## src/rtl/switch_input_loader_pkg.sv

```systemverilog
// Shared definitions for the switch/push-button loader: debounce states, chunk sizing
// helpers and reset constants.
package swload_pkg;

  typedef enum logic [1:0] {
    REL   = 2'd0,
    PWAIT = 2'd1,
    HELD  = 2'd2,
    RWAIT = 2'd3
  } deb_state_e;

  localparam deb_state_e DEB_RST_STATE = REL;
  // Synchroniser flops reset to the released key level so reset never fakes a press.
  localparam logic KEY_IDLE_LVL = 1'b1;
  localparam logic SEL_RST_LVL  = 1'b0;

  function automatic int nchunk(input int data_w, input int sw_w);
    return (data_w + sw_w - 1) / sw_w;
  endfunction

  function automatic int cidx_w(input int data_w, input int sw_w);
    int n;
    n = nchunk(data_w, sw_w);
    return (n <= 1) ? 1 : $clog2(n);
  endfunction

endpackage

```

## src/rtl/switch_input_loader_if.sv

```systemverilog
// Board-side signal bundle of the loader: master = pins/stimulus side, slave = loader.
interface switch_input_loader_if
  import swload_pkg::*;
#(
  parameter int SW_W   = 8,
  parameter int DATA_W = 16,
  parameter int CTRL_W = 9
);
  localparam int CIDX_W = cidx_w(DATA_W, SW_W);

  logic              key_n;
  logic              sel_data;
  logic [SW_W-1:0]   sw_val;
  logic [CTRL_W-1:0] ctrl_in;
  logic [DATA_W-1:0] data_out;
  logic              data_valid;
  logic [CTRL_W-1:0] ctrl_out;
  logic              step_en;
  logic [CIDX_W-1:0] chunk_idx;

  modport master (
    output key_n, sel_data, sw_val, ctrl_in,
    input  data_out, data_valid, ctrl_out, step_en, chunk_idx
  );

  modport slave (
    input  key_n, sel_data, sw_val, ctrl_in,
    output data_out, data_valid, ctrl_out, step_en, chunk_idx
  );
endinterface

```

## src/rtl/switch_input_loader_key_debounce.sv

```systemverilog
// Push-button synchroniser + debounce FSM producing a one-cycle press_evt_o.
// Optional auto-repeat while held: define SWLOAD_AUTOREPEAT_EN.
//  state | meaning
//  REL   | key released and stable
//  PWAIT | key seen low, counting stable low cycles
//  HELD  | press accepted, key held
//  RWAIT | key seen high, counting stable high cycles
module key_debounce
  import swload_pkg::*;
#(
  parameter int DEB_CYCLES = 50000,
  parameter int RPT_CYCLES = 25000000
) (
  input  logic clk,
  input  logic rst_n,
  input  logic key_n_i,
  output logic press_evt_o
);
  localparam int DCNT_W = $clog2(DEB_CYCLES + 1);
  localparam logic [DCNT_W-1:0] DEB_LAST = DCNT_W'(DEB_CYCLES - 1);
  localparam logic [DCNT_W-1:0] DEB_MAX  = DCNT_W'(DEB_CYCLES);

  logic [1:0]        key_sync_q;
  logic              key_s;
  deb_state_e        state_q, state_d;
  logic [DCNT_W-1:0] cnt_q, cnt_d, cnt_inc;
  logic              press_q, press_d;

`ifdef SWLOAD_AUTOREPEAT_EN
  localparam int RCNT_W = $clog2(RPT_CYCLES + 1);
  localparam logic [RCNT_W-1:0] RPT_LAST = RCNT_W'(RPT_CYCLES - 1);
  logic [RCNT_W-1:0] rpt_q, rpt_d;

  always_ff @(posedge clk or negedge rst_n) begin
    if (!rst_n) rpt_q <= '0;
    else        rpt_q <= rpt_d;
  end
`endif

  assign key_s       = key_sync_q[1];
  assign cnt_inc     = (cnt_q == DEB_MAX) ? cnt_q : cnt_q + DCNT_W'(1);
  assign press_evt_o = press_q;

  always_ff @(posedge clk or negedge rst_n) begin
    if (!rst_n) begin
      key_sync_q <= {2{KEY_IDLE_LVL}};
      state_q    <= DEB_RST_STATE;
      cnt_q      <= '0;
      press_q    <= 1'b0;
    end else begin
      key_sync_q <= {key_sync_q[0], key_n_i};
      state_q    <= state_d;
      cnt_q      <= cnt_d;
      press_q    <= press_d;
    end
  end

  always_comb begin
    state_d = state_q;
    cnt_d   = '0;
    press_d = 1'b0;
    case (state_q)
      REL: begin
        if (!key_s) begin
          state_d = PWAIT;
          cnt_d   = DCNT_W'(1);
        end
      end
      PWAIT: begin
        if (key_s) begin
          state_d = REL;
        end else if (cnt_q == DEB_LAST) begin
          state_d = HELD;
          press_d = 1'b1;
        end else begin
          cnt_d = cnt_inc;
        end
      end
      HELD: begin
        if (key_s) begin
          state_d = RWAIT;
          cnt_d   = DCNT_W'(1);
        end
      end
      RWAIT: begin
        if (!key_s) begin
          state_d = HELD;
        end else if (cnt_q == DEB_LAST) begin
          state_d = REL;
        end else begin
          cnt_d = cnt_inc;
        end
      end
      default: state_d = DEB_RST_STATE;
    endcase
`ifdef SWLOAD_AUTOREPEAT_EN
    // Repeat timer runs only while the key stays in HELD; any exit clears it.
    rpt_d = '0;
    if (state_q == HELD && !key_s) begin
      if (rpt_q == RPT_LAST) press_d = 1'b1;
      else                   rpt_d   = rpt_q + RCNT_W'(1);
    end
`endif
  end
endmodule

```

## src/rtl/switch_input_loader.sv

```systemverilog
// Turns debounced key presses into chunked operand loads (sel_data=1) or control-word
// latches with a one-cycle step enable (sel_data=0). Auto-repeat: SWLOAD_AUTOREPEAT_EN.
module switch_input_loader
  import swload_pkg::*;
#(
  parameter int SW_W       = 8,
  parameter int DATA_W     = 16,
  parameter int CTRL_W     = 9,
  parameter int DEB_CYCLES = 50000,
  parameter int RPT_CYCLES = 25000000
) (
  input logic             clk,
  input logic             rst_n,
  switch_input_loader_if.slave bus
);
  localparam int NCHUNK = nchunk(DATA_W, SW_W);
  localparam int CIDX_W = cidx_w(DATA_W, SW_W);
  localparam logic [CIDX_W-1:0] LAST_IDX = CIDX_W'(NCHUNK - 1);

  logic              press_evt;
  logic [1:0]        sel_sync_q;
  logic              sel_prev_q;
  logic              sel_s, sel_fall;
  logic [DATA_W-1:0] shadow_q, shadow_d, shadow_upd;
  logic [CIDX_W-1:0] chunk_q, chunk_d;
  logic [DATA_W-1:0] data_q, data_d;
  logic              valid_q, valid_d;
  logic [CTRL_W-1:0] ctrl_q, ctrl_d;
  logic              step_q, step_d;

  key_debounce #(
    .DEB_CYCLES (DEB_CYCLES),
    .RPT_CYCLES (RPT_CYCLES)
  ) u_deb (
    .clk         (clk),
    .rst_n       (rst_n),
    .key_n_i     (bus.key_n),
    .press_evt_o (press_evt)
  );

  assign sel_s    = sel_sync_q[1];
  assign sel_fall = sel_prev_q & ~sel_s;

  always_ff @(posedge clk or negedge rst_n) begin
    if (!rst_n) begin
      sel_sync_q <= {2{SEL_RST_LVL}};
      sel_prev_q <= SEL_RST_LVL;
      shadow_q   <= '0;
      chunk_q    <= '0;
      data_q     <= '0;
      valid_q    <= 1'b0;
      ctrl_q     <= '0;
      step_q     <= 1'b0;
    end else begin
      sel_sync_q <= {sel_sync_q[0], bus.sel_data};
      sel_prev_q <= sel_s;
      shadow_q   <= shadow_d;
      chunk_q    <= chunk_d;
      data_q     <= data_d;
      valid_q    <= valid_d;
      ctrl_q     <= ctrl_d;
      step_q     <= step_d;
    end
  end

  // Bits of a partial last chunk beyond DATA_W simply have no destination.
  always_comb begin
    shadow_upd = shadow_q;
    for (int i = 0; i < DATA_W; i++) begin
      if ((i / SW_W) == int'(chunk_q)) shadow_upd[i] = bus.sw_val[i % SW_W];
    end
  end

  always_comb begin
    shadow_d = shadow_q;
    chunk_d  = chunk_q;
    data_d   = data_q;
    valid_d  = 1'b0;
    ctrl_d   = ctrl_q;
    step_d   = 1'b0;
    if (press_evt && sel_s) begin
      shadow_d = shadow_upd;
      if (chunk_q == LAST_IDX) begin
        data_d  = shadow_upd;
        valid_d = 1'b1;
        chunk_d = '0;
      end else begin
        chunk_d = chunk_q + CIDX_W'(1);
      end
    end else if (press_evt) begin
      ctrl_d = bus.ctrl_in;
      step_d = 1'b1;
    end
    // Leaving data mode mid-entry discards the partial operand.
    if (sel_fall && chunk_q != '0) begin
      chunk_d  = '0;
      shadow_d = '0;
    end
  end

  assign bus.data_out   = data_q;
  assign bus.data_valid = valid_q;
  assign bus.ctrl_out   = ctrl_q;
  assign bus.step_en    = step_q;
  assign bus.chunk_idx  = chunk_q;
endmodule

```

## src/flat_wrapper.sv

```systemverilog
// flat-port wrapper written by rule: the top's interface ports become plain ports
module switch_input_loader_flat import swload_pkg::*;
#(
  parameter int SW_W       = 8,
  parameter int DATA_W     = 16,
  parameter int CTRL_W     = 9,
  parameter int DEB_CYCLES = 50000,
  parameter int RPT_CYCLES = 25000000
)
  (clk, rst_n, bus_key_n, bus_sel_data, bus_sw_val, bus_ctrl_in, bus_data_out, bus_data_valid, bus_ctrl_out, bus_step_en, bus_chunk_idx);
  switch_input_loader_if #(.SW_W(SW_W), .DATA_W(DATA_W), .CTRL_W(CTRL_W)) bus_i ();
  input logic clk;
  input logic rst_n;
  input wire logic [$bits(bus_i.key_n)-1:0] bus_key_n;
  input wire logic [$bits(bus_i.sel_data)-1:0] bus_sel_data;
  input wire logic [$bits(bus_i.sw_val)-1:0] bus_sw_val;
  input wire logic [$bits(bus_i.ctrl_in)-1:0] bus_ctrl_in;
  output wire logic [$bits(bus_i.data_out)-1:0] bus_data_out;
  output wire logic [$bits(bus_i.data_valid)-1:0] bus_data_valid;
  output wire logic [$bits(bus_i.ctrl_out)-1:0] bus_ctrl_out;
  output wire logic [$bits(bus_i.step_en)-1:0] bus_step_en;
  output wire logic [$bits(bus_i.chunk_idx)-1:0] bus_chunk_idx;
  assign bus_i.key_n = bus_key_n;
  assign bus_i.sel_data = bus_sel_data;
  assign bus_i.sw_val = bus_sw_val;
  assign bus_i.ctrl_in = bus_ctrl_in;
  assign bus_data_out = bus_i.data_out;
  assign bus_data_valid = bus_i.data_valid;
  assign bus_ctrl_out = bus_i.ctrl_out;
  assign bus_step_en = bus_i.step_en;
  assign bus_chunk_idx = bus_i.chunk_idx;
  switch_input_loader #(.SW_W(SW_W), .DATA_W(DATA_W), .CTRL_W(CTRL_W), .DEB_CYCLES(DEB_CYCLES), .RPT_CYCLES(RPT_CYCLES)) u_core (.clk(clk), .rst_n(rst_n), .bus(bus_i));
endmodule
```

## config.mk

```make
export PLATFORM = sky130hd
export DESIGN_NAME = switch_input_loader_flat
export DESIGN_NICKNAME = d
export VERILOG_FILES = /design/src/rtl/switch_input_loader_pkg.sv /design/src/rtl/switch_input_loader_if.sv /design/src/rtl/switch_input_loader_key_debounce.sv /design/src/rtl/switch_input_loader.sv /design/src/flat_wrapper.sv
export SDC_FILE = /design/constraint.sdc
export NUM_CORES = 1
export LEC_CHECK = 0
export CAP_MARGIN = 30
export CORE_UTILIZATION = 35
export CTS_CLUSTER_DIAMETER = 100
export DETAILED_ROUTE_END_ITERATION = 16
export DONT_BUFFER_PORTS = 1
export GPL_TIMING_DRIVEN = 0
export HOLD_SLACK_MARGIN = 0.15
export PLACE_DENSITY = 0.57
export REMOVE_ABC_BUFFERS = 1
export SLEW_MARGIN = 25
export SYNTH_ARGS = -nofsm -noshare
export SYNTH_HDL_FRONTEND = slang
export SYNTH_SLANG_ARGS = --single-unit
```

## constraint.sdc

```tcl
create_clock -name clk -period 1.7 [get_ports clk]
set_input_delay 0.425 -clock clk [delete_from_list [all_inputs] [get_ports clk]]
set_output_delay 0.425 -clock clk [all_outputs]
set_load 0.01 [all_outputs]
```

Yosys cells after proc, flatten, opt, wreduce, memory -nomap -nowiden --
Cells that the tools add are included.
Operators by class: $add $sub $neg 2, equality and inequality tests 9, mux-type cells 42, bitwise gates (word level) 3, reduce and logical (&&, ||, !) cells 7
Operators with widths (count):
- 16-bit 2-to-1 mux | 6
- 16-bit one-hot mux with 4 select lines | 1
- 16-bit == test, second input constant | 2
- 1-bit 2-to-1 mux | 28
- 16-bit by 1-bit adder with 16-bit output, second input constant | 1
- 2-bit 2-to-1 mux | 6
- 2-bit one-hot mux with 4 select lines | 1
- 3-bit inequality test, second input constant | 2
- 2-bit == test, second input constant | 2
- 2-bit inequality test, second input constant | 2
- 2-bit AND reduction | 2
- 4-bit AND reduction | 1
- 2-bit by 1-bit == test with 1-bit output, second input constant | 1
- 1-bit logical AND | 2
- 2-bit zero test | 1
- 1-bit NOT | 2
- 2-bit nonzero test | 1
- 1-bit adder, second input constant | 1
- 1-bit AND | 1
Word-level totals: bits in registers 68, input port bits 21, output and inout port bits 28

Depth between registers and ports, before layout --
depth in word-level cells 5, gate-level depth with buffers 6, gate-level depth less buffers 6

By module --
A second synthesis with hierarchy kept.
Unflattened totals: cells, all modules 210, area total of the unflattened synthesis 2741.4 um^2
By module, submodules not included:
- switch_input_loader | instances 1, cells an instance 106, area an instance 1671.6 um^2
- key_debounce | instances 1, cells an instance 104, area an instance 1069.8 um^2

Worst setup path before layout --
No wires, ideal clock.
path type flip-flop to flip-flop, start point register u_core.u_deb.cnt_q[0], end point register u_core.u_deb.cnt_q[8], setup time 0.119 ns, data arrival time 1.279 ns, data required time 1.581 ns, slack 0.303 ns, stages on the path, launching flop included 7, clock period less this slack 1.397 ns, path through dfrtp_1 > ha_1 > nand3_1 > nor2_1 > a31o_2 > buf_6 > nor2_1
On the way: word-level cells in the longest chain between the ends 5
RTL lines:
- start: declaration | RTL line switch_input_loader_key_debounce.sv:26 | logic [DCNT_W-1:0] cnt_q, cnt_d, cnt_inc;
- start signal: assignment | RTL line switch_input_loader_key_debounce.sv:53 | cnt_q <= cnt_d;
- 16-bit by 1-bit adder with 16-bit output or 16-bit == test (tied branches) | RTL line switch_input_loader_key_debounce.sv:41 | assign cnt_inc = (cnt_q == DEB_MAX) ? cnt_q : cnt_q + DCNT_W'(1);
- 16-bit 2-to-1 mux | RTL line switch_input_loader_key_debounce.sv:41
- 16-bit 2-to-1 mux (*) | RTL line switch_input_loader_key_debounce.sv:72, switch_input_loader_key_debounce.sv:88
- 16-bit 2-to-1 mux, on equally long branches | RTL line switch_input_loader_key_debounce.sv:86, switch_input_loader_key_debounce.sv:70
- 16-bit one-hot mux with 4 select lines (*) | RTL line switch_input_loader_key_debounce.sv:62 | case (state_q)
- net u_core.u_deb.cnt_d[8] | RTL line switch_input_loader_key_debounce.sv:26
The timed path passes the listed nets; every way through them passes the cells marked *. A chain may end at the register's enable or synchronous reset.

Worst setup path after layout --
start point register u_core.u_deb.cnt_q[0], end point register u_core.u_deb.cnt_q[0]
The elaborated chain is that of the path after synthesis.

==> out/summary.txt <==
final clock skew = 0.00500 ns
fin crit share = 90.6%
root buf cell = sky130_fd_sc_hd__clkbuf_8
nets = 265
static leakage = 1.28 nW
CTS Buf Count = 9
violations in the final reports = hold timing
Critical Path RT = 1.90 ns
Starting Density = 36.5%
initial antenna violation count = 0
worst stage delay on the critical path = 0.43 ns
total placed instance area = 0.00258 mm2
cells taking the most area after synthesis = sky130_fd_sc_hd__dfrtp_1, sky130_fd_sc_hd__nand2_1, sky130_fd_sc_hd__mux2_2
number of flip-flops and latches in the synthesized netlist = 60
Async SR Flop Fraction = 100%
highest achievable clock rate = 649 MHz
fraction of layout cells with a size suffix above 1 = 15.0%
largest net degree at the start of global routing = 61
Hold WS = -0.216 ns
residual antenna-violating net count after detailed routing = 0
setup slack, reg-to-reg = 0.16 ns
Max Transition Viols Final = 0
placeable core area = 0.00687 mm2
area growth from synthesis to final layout = 11.8%
CTS Hold Buffers Added = 2
count of clock tree sinks = 60
post-synthesis cell type with the largest combined area = sky130_fd_sc_hd__dfrtp_1
first-pass GRT wire length = 7.52 mm
kind of start point of the critical path = register
average cell area after synthesis = 10.6 um2
beginning of the worst register-to-register path = u_core.u_deb.cnt_q[0]$_DFF_PN0_
length in cells of the worst reg-to-reg path = 6
largest fanout on the critical path = 5
slowest stage cell on the critical path = sky130_fd_sc_hd__dfrtp_1
areal power density over the cells = 937 mW/mm2
input/output buffers = 0
Crit Path Category = reg2reg
global-route total usage across every layer = 13.3%
I/O pin cnt = 49
unrepaired setup endpoints after global routing = false
multi-input combinational cell area = 955 um2
vias in the first global route = 1602
reg-to-reg critical path endpoint = u_core.u_deb.cnt_q[0]$_DFF_PN0_
TritonCTS clock tree = yes
synthesized area = 0.00250 mm2
fillcell total = 673
routability congestion estimate = 0.751
count of routing violations after the opening detailed-route iteration = 85
cells along the critical path = inv_1 -> ha_1 -> nor4bb_1 -> nand4_1 -> xnor2_1 -> o21ai_0
max-cap violations = 0
maximum buffer depth of the clock tree = 2
peak supply drop = 0.453 mV
warnings from Yosys = 0
count of inserted antenna diode cells = 0
Cells after DPL = 325
Vias per Instance = 4.73
area share of the largest cell type after synthesis = 57.9%
Setup crit end kind = register
actual slew at the worst max-slew pin = 0.565 ns
final non-filler cell area = 0.00280 mm2
category of cells accounting for the largest share of critical-path delay = simple AND/OR/NAND/NOR gates
hold crit path type = in2async
total half-perimeter wirelength after legalization and detailed placement = 2.85 mm
Min Clock Period, post-route = 1.54 ns
Worst EP arrival = 1.74 ns
width of the die = 86.6 um
number of distinct library cells after synthesis = 38
register area = 0.00150 mm2
Setup Viol. Count Final = 0
first-pass iteration count of the detailed router = 4
die outline area = 0.00750 mm2
synthesized netlist cell count = 236
H-tree depth reported by CTS = 3
buffer and inverter count on the worst path = 1
global-route congestion overflow total = 0
most used flip-flop cell after synthesis = sky130_fd_sc_hd__dfrtp_1
wire length reported by the detailed router = 4.43 mm
fraction of the yosys area taken by sequential cells = 60.0%
number of remaining DRC errors = 0
outcome = complete, but fails checks
endpoints failing hold = 60
detailed-route wire length per cell = 12.9 um
Post-synth EDFFs = 0
headroom to the max-slew limit = 62.2%
die height = 86.6 um
later-pin clock latency in the skew report = 0.33 ns
via count = 1624
clock slew at the register clock pins of the worst setup and hold paths = 0.07 ns
total negative slack = 0 ns
Non-Filler Instances = 343
Site Rows = 30
-- state kept, by name (all words and copies together), names as in the netlist, named ones only --
name	count
u_core.bus.data_valid	1
u_core.u_deb.key_sync_q	2
u_core.u_deb.state_q	1
u_core.sel_prev_q	1
u_core.u_deb.cnt_q	16
u_core.shadow_q	8
u_core.u_deb.press_evt_o	1
u_core.bus.step_en	1
u_core.bus.ctrl_out	9
u_core.sel_sync_q	2
u_core.bus.data_out	16
u_core.bus.chunk_idx	1
-- worst reg2reg max path: stages, from the launching register on --
cell	delay, ns
sky130_fd_sc_hd__dfrtp_1	0.43
sky130_fd_sc_hd__inv_1	0.08
sky130_fd_sc_hd__ha_1	0.13
sky130_fd_sc_hd__nor4bb_1	0.27
sky130_fd_sc_hd__nand4_1	0.22
sky130_fd_sc_hd__xnor2_1	0.20
sky130_fd_sc_hd__o21ai_0	0.09
-- cell type report --
| cell class | instances | share of cell area (%) |
|---|---|---|
| sequential | 60 | 53.7 |
| inverter | 6 | 0.849 |
| clock inverter | 4 | 0.849 |
| tap | 96 | 4.29 |
| multi-input combinational | 163 | 34.1 |
| clock buffer | 12 | 5.54 |
| timing repair buffer | 2 | 0.715 |
-- worst max path at each step --
stage                                     start                                 end  slack, ns  cells after the start
4_1_cts          u_core.sel_sync_q[1]$_DFF_PN0_  u_core.bus.ctrl_out[5]$_DFFE_PN0P_      0.003                      2
3_3_place_gp   u_core.bus.chunk_idx$_DFFE_PN0P_  u_core.bus.data_out[2]$_DFFE_PN0P_      -0.34                      4
6_report        u_core.u_deb.cnt_q[0]$_DFF_PN0_     u_core.u_deb.cnt_q[0]$_DFF_PN0_       0.16                      6
2_1_floorplan  u_core.bus.chunk_idx$_DFFE_PN0P_  u_core.bus.data_out[0]$_DFFE_PN0P_       0.21                      4
3_5_place_dp   u_core.bus.chunk_idx$_DFFE_PN0P_  u_core.bus.data_out[6]$_DFFE_PN0P_      -0.30                      4
5_1_grt         u_core.u_deb.cnt_q[0]$_DFF_PN0_     u_core.u_deb.cnt_q[0]$_DFF_PN0_       0.01                      5
-- routing by layer --
layer	track usage, %	wire length [um]
met1	16.7	2030
met2	20.2	2060
met3	6.29	293
met4	4.55	48
met5	0	0
-- repair_timing --
action	in CTS	in global routing
pin swaps	0	1
endpoints found under the setup margin	17	25
hold endpoints to repair	62	60
gates resized for setup	2	2
buffers inserted	0	0
-- synthesized netlist by cell type, types with 2 or more instances --
cell / number
sky130_fd_sc_hd__clkbuf_1: 3
sky130_fd_sc_hd__xor2_1: 7
sky130_fd_sc_hd__xnor2_1: 7
sky130_fd_sc_hd__nor3_1: 2
sky130_fd_sc_hd__dfrtp_1: 58
sky130_fd_sc_hd__mux2_2: 9
sky130_fd_sc_hd__dfstp_2: 2
sky130_fd_sc_hd__nand2b_1: 2
sky130_fd_sc_hd__a21oi_1: 9
sky130_fd_sc_hd__nand3_1: 8
sky130_fd_sc_hd__nand2_1: 68
sky130_fd_sc_hd__mux2i_1: 2
sky130_fd_sc_hd__and2_1: 2
sky130_fd_sc_hd__nor2_1: 17
sky130_fd_sc_hd__nand4_1: 9
sky130_fd_sc_hd__and4_4: 2
sky130_fd_sc_hd__inv_1: 5
sky130_fd_sc_hd__ha_1: 2
sky130_fd_sc_hd__o21ai_0: 2
sky130_fd_sc_hd__buf_2: 2
-- through the flow --
step	hold slack (ns)	worst slack (ns)	utilization (%)	total power [mW]
after global placement	0.131	-0.336	37.6	1.50
after floorplan	0.129	0.211	-	1.50
after CTS	-0.236	0.00291	40.6	2.68
after global routing	-0.252	0.0123	40.8	2.75
final	-0.216	0.160	40.8	2.62
after detailed placement	0.130	-0.297	37.6	1.50
-- kinds of logic (layout without fill, tap and decap cells) --
family | Yosys count | in the layout | share of synthesized area (%)
DFF | 60 | 60 | 60.0
adders and majority gates | 2 | 2 | 0.999
xor gates and xnor gates | 14 | 14 | 4.90
AOI/OAI and AO/OA | 13 | 13 | 2.90
and+or+nand+nor | 123 | 123 | 23.8
buffers and inverters | 13 | 24 | 2.50
muxes | 11 | 11 | 4.85
-- where the power goes --
part	total, mW	switching [mW]	leakage (nW)	internal, mW
clock network	1.14	0.538	0.0961	0.604
logic	0.0302	0.0147	0.445	0.0155
registers	1.45	0.0110	0.737	1.44
total	2.62	0.564	1.28	2.06
-- layout by cell type (no fill, tap or decap), types with 4 or more instances in the layout --
cell,n
sky130_fd_sc_hd__xnor2_1,7
sky130_fd_sc_hd__nand3_1,7
sky130_fd_sc_hd__mux2_2,9
sky130_fd_sc_hd__clkbuf_8,11
sky130_fd_sc_hd__xor2_1,7
sky130_fd_sc_hd__a21oi_1,9
sky130_fd_sc_hd__inv_1,5
sky130_fd_sc_hd__dfrtp_1,58
sky130_fd_sc_hd__nand4_1,9
sky130_fd_sc_hd__nand2_1,68
sky130_fd_sc_hd__nor2_1,17
sky130_fd_sc_hd__clkinv_2,4
Note: power is estimated with default switching activity, not from simulation.
==> variant 1, RTL diff (same flow settings) <==
Encoding of `deb_state_e`: now one-hot (4 bits for 4 states).
--- a/src/rtl/switch_input_loader_pkg.sv
+++ b/src/rtl/switch_input_loader_pkg.sv
@@ -2,11 +2,11 @@
 // helpers and reset constants.
 package swload_pkg;
 
-  typedef enum logic [1:0] {
-    REL   = 2'd0,
-    PWAIT = 2'd1,
-    HELD  = 2'd2,
-    RWAIT = 2'd3
+  typedef enum logic [3:0] {
+    REL   = 4'b0001,
+    PWAIT = 4'b0010,
+    HELD  = 4'b0100,
+    RWAIT = 4'b1000
   } deb_state_e;
 
   localparam deb_state_e DEB_RST_STATE = REL;
Formal check against the unedited RTL: same outputs for any inputs over 10 cycles, from zero or initial values and one cycle with rst_n low; not proved beyond that.
==> variant 1 against the unedited design <==
The run still ends with hold timing left. Sequential cell count increased by 2. Synthesized area increased by 6.6%. Final area increased by 13%. Wire length increased by 17%. Largest cell class unchanged. Setup slack got worse by 140 ps.
Power is not compared: it rests on default switching activity, and its combinational part moved more than twofold at a synthesized area within 25%.
==> variant 1: results (changes against the unedited design) <==
Global route
  – Vias in the first global route: 1832 (+14%)
  – Pin count of the biggest net entering global routing: 63 (+3.3%)
  – Total Routing Usage GR: 14.0% (+0.67 points)

Placement
  – Dpl hpwl: 3200 um (+12%)
  – GP Congestion: 0.754 (+0.37%)

Cells and area
  – Non-clk buf share: 3.46% (+2.7 points)
  – Buffers excl. clock: 13 (+11)
  – Fillers: 670 (-0.45%)
  – Logic inverters: 8 (+2)
  – Final net count: 301 (+14%)
  – Sequential cell area share: 49.0% (-4.7 points)
  – Fraction of area in multi-input gates: 36.0% (+1.9 points)
  – Clk cell area share: 6.61% (+0.23 points)

Critical path
  – Worst setup endpoint: u_core.u_deb.state_q[2]$_DFFE_PN0P_
  – Worst EP arrival: 1920 ps (+180 ps)
  – Reg2reg start: u_core.u_deb.cnt_q[1]$_DFF_PN0_
  – Reg2reg path depth: 5 (-1)
  – CP peak stage delay: 500 ps (+70 ps)
  – CP max stage cell: or4b_4
  – Max FO, Critical Path: 2 (-3)
  – Critical R2R Capture: u_core.u_deb.state_q[2]$_DFFE_PN0P_
  – Worst R2R Setup Slack: 20 ps (-140 ps)
  – Worst Setup SP: u_core.u_deb.cnt_q[1]$_DFF_PN0_

Synthesis
  – Synth area leaders: dfrtp_1 (55%), nand2_1 (10%), mux2_2 (3.8%)
  – Most common library cells after synthesis: nand2_1 (71), dfrtp_1 (59), nor2_1 (20), a21oi_1 (13), clkbuf_1 (11)
  – Seq/Total Area, Yosys: 58.2% (-1.8 points)

Routing
  – First DRT Iteration DRCs: 73 (-14%)
  – Total Routed Length: 5170 um (+17%)
  – Vias post-DR: 1861 (+15%)

STA
  – Worst clock skew: 9.49 ps (+4.49 ps)
  – Smallest hold slack: -211 ps (+5.33 ps)
  – Final hold vios: 62 (+3.3%)
  – Slew margin rel.: 64.6% (+2.4 points)

Status
  – Status: finished, violations left
  – Failing checks: hold timing

CTS
  – CTS resizes: 13 (+11)
variant 1: cell count changes in the layout (fill, tap and decap cells not counted), sizes merged, moves of 4 or more:
cell    change
nor4        +4
buf        +11
nand2b      +4
xor2        -4
nand4       -5
variant 1: worst min path at each step:
stage | startpoint | to | slack, ps | cells past startpoint
detailed placement | rst_n | u_core.bus.ctrl_out[7]$_DFFE_PN0P_ | 130 | 0
finish | rst_n | u_core.u_deb.cnt_q[11]$_DFF_PN0_ | -210 | 0
global route | rst_n | u_core.u_deb.cnt_q[11]$_DFF_PN0_ | -240 | 0
floorplan | rst_n | u_core.bus.chunk_idx$_DFFE_PN0P_ | 130 | 0
CTS | rst_n | u_core.u_deb.cnt_q[11]$_DFF_PN0_ | -240 | 0
global placement | rst_n | u_core.bus.ctrl_out[0]$_DFFE_PN0P_ | 130 | 0
variant 1: metal layers:
layer	global-route usage, %	routed length, um	share of wire (%)
met1	18.5	2490	48
met2	22.0	2400	46
met3	3.32	250	4.8
met5	0	0	0
met4	6.06	35	0.68
variant 1: cell families (layout without fill, tap and decap cells):
group | count (synthesis) | count (layout) | synth area share, %
DFF | 62 | 62 | 58.2
muxes | 10 | 10 | 4.17
AOI/OAI and AO/OA | 21 | 21 | 4.92
buffers and inverters | 19 | 37 | 2.67
and+or+nand+nor | 138 | 138 | 24.8
xor gates and xnor gates | 13 | 13 | 4.26
adders and majority gates | 2 | 2 | 0.937
variant 1: metrics by stage:
step,instances,power [uW],cell area (um2),setup slack [ps],hold WS [ps]
finish,382,2990,3180,16.0,-211
global route,382,3120,3180,-38.4,-241
CTS,380,3010,3110,1.19,-235
detailed placement,353,1630,2750,-371,131
global placement,353,1630,2750,-374,131
floorplan,254,1610,2630,-61.1,129
==> variant 2, RTL diff (same settings) <==
Made on the original files. The option `SWLOAD_AUTOREPEAT_EN` is turned on by a define.
--- a/src/rtl/switch_input_loader_key_debounce.sv
+++ b/src/rtl/switch_input_loader_key_debounce.sv
@@ -5,6 +5,8 @@
 //  PWAIT | key seen low, counting stable low cycles
 //  HELD  | press accepted, key held
 //  RWAIT | key seen high, counting stable high cycles
+`define SWLOAD_AUTOREPEAT_EN
+
 module key_debounce
   import swload_pkg::*;
 #(
Function: same outputs for any inputs over 10 cycles, from zero or initial values and one cycle with rst_n low; that may be too few to reach the edited logic, so the function may still have changed.
==> variant 2 against the unedited design <==
The flow finishes with violations (hold timing, setup timing). Via count grew 67%. Setup slack lost 270 ps. Wire length grew 81%. Synthesized area rose by 51%. Utilization increased by 3.8 points. Final area rose by 66%. Total power grew 43%. First-iteration DRC count rose by 8.2%. Sequential cell count up 25. Critical path type unchanged. Critical endpoint is now u_core.u_deb.rpt_q[8]$_DFF_PN0_. Largest cell class unchanged. Largest power group unchanged.
==> variant 2: results (changes against the unedited design) <==
Status
  – Status: finished, violations left
  – Failing checks: hold timing, setup timing

Routing
  – M1 WL: 3760 um (+85%)
  – Total Routed Length: 8020 um (+81%)
  – Via/cell ratio: 5.07 (+7.1%)

CTS
  – Clk Latency, worst-skew pair: 370 ps (+40 ps)
  – CTS resizes: 9 (+7)
  – Post-CTS setup buffer count: 1 (+1)

Critical path
  – Worst EP arrival: 2050 ps (+310 ps)
  – Worst setup endpoint: u_core.u_deb.rpt_q[8]$_DFF_PN0_
  – Max FO, Critical Path: 6 (+1)

STA
  – Final hold vios: 85 (+42%)
  – Smallest hold slack: -269 ps (-52.2 ps)
  – Worst clock skew: 15.4 ps (+10.4 ps)
  – Setup violations, final: 18 (+18)
  – Slew margin rel.: 64.2% (+2.0 points)
  – Setup ws final: -107 ps (-267 ps)

Cells and area
  – Final net count: 418 (+58%)
  – Share of post-route cells with drive strength above 1: 25.1% (+10 points)
  – Fillers: 976 (+45%)

Global route
  – Grt met3 use: 4.17% (-2.1 points)
  – Met1 usage: 17.7% (+1.0 points)
  – Vias in the first global route: 2600 (+62%)

Placement
  – DP Cell Count: 493 (+52%)
  – Dpl hpwl: 4600 um (+62%)
  – Worst slack, placed: -360 ps (-63.4 ps)

Synthesis
  – Synth area leaders: dfrtp_1 (55%), nand2_1 (7.5%), xor2_1 (3.5%)
  – Synth Area in XOR/XNOR: 6.49% (+1.6 points)

Power
  – Static leakage: 0.00193 uW (+51%)
variant 2: cell types whose count changed after synthesis, moves of 10 or more:
| cell | delta |
|---|---|
| a21oi_1 | +10 |
| dfrtp_1 | +25 |
| nand3_1 | +11 |
| nor2_1 | +15 |
variant 2: how the worst min path moves through the flow:
stage / start / endpoint / cells after the start
6_report: rst_n / u_core.bus.data_out[2]$_DFFE_PN0P_ / 0
5_1_grt: rst_n / u_core.bus.data_out[14]$_DFFE_PN0P_ / 0
4_1_cts: rst_n / u_core.bus.data_out[14]$_DFFE_PN0P_ / 0
3_5_place_dp: rst_n / u_core.bus.data_out[2]$_DFFE_PN0P_ / 0
3_3_place_gp: rst_n / u_core.bus.data_out[14]$_DFFE_PN0P_ / 0
2_1_floorplan: rst_n / async pin / 0
variant 2: area by class of cell:
class	count	area [um2]	share of cell area, %
sequential	85	2140	46.0
multi-input combinational	264	1800	38.7
timing repair buffer	26	282	6.06
tap	136	170	3.66
clock buffer	9	124	2.67
clock inverter	7	105	2.26
inverter	8	31.3	0.673
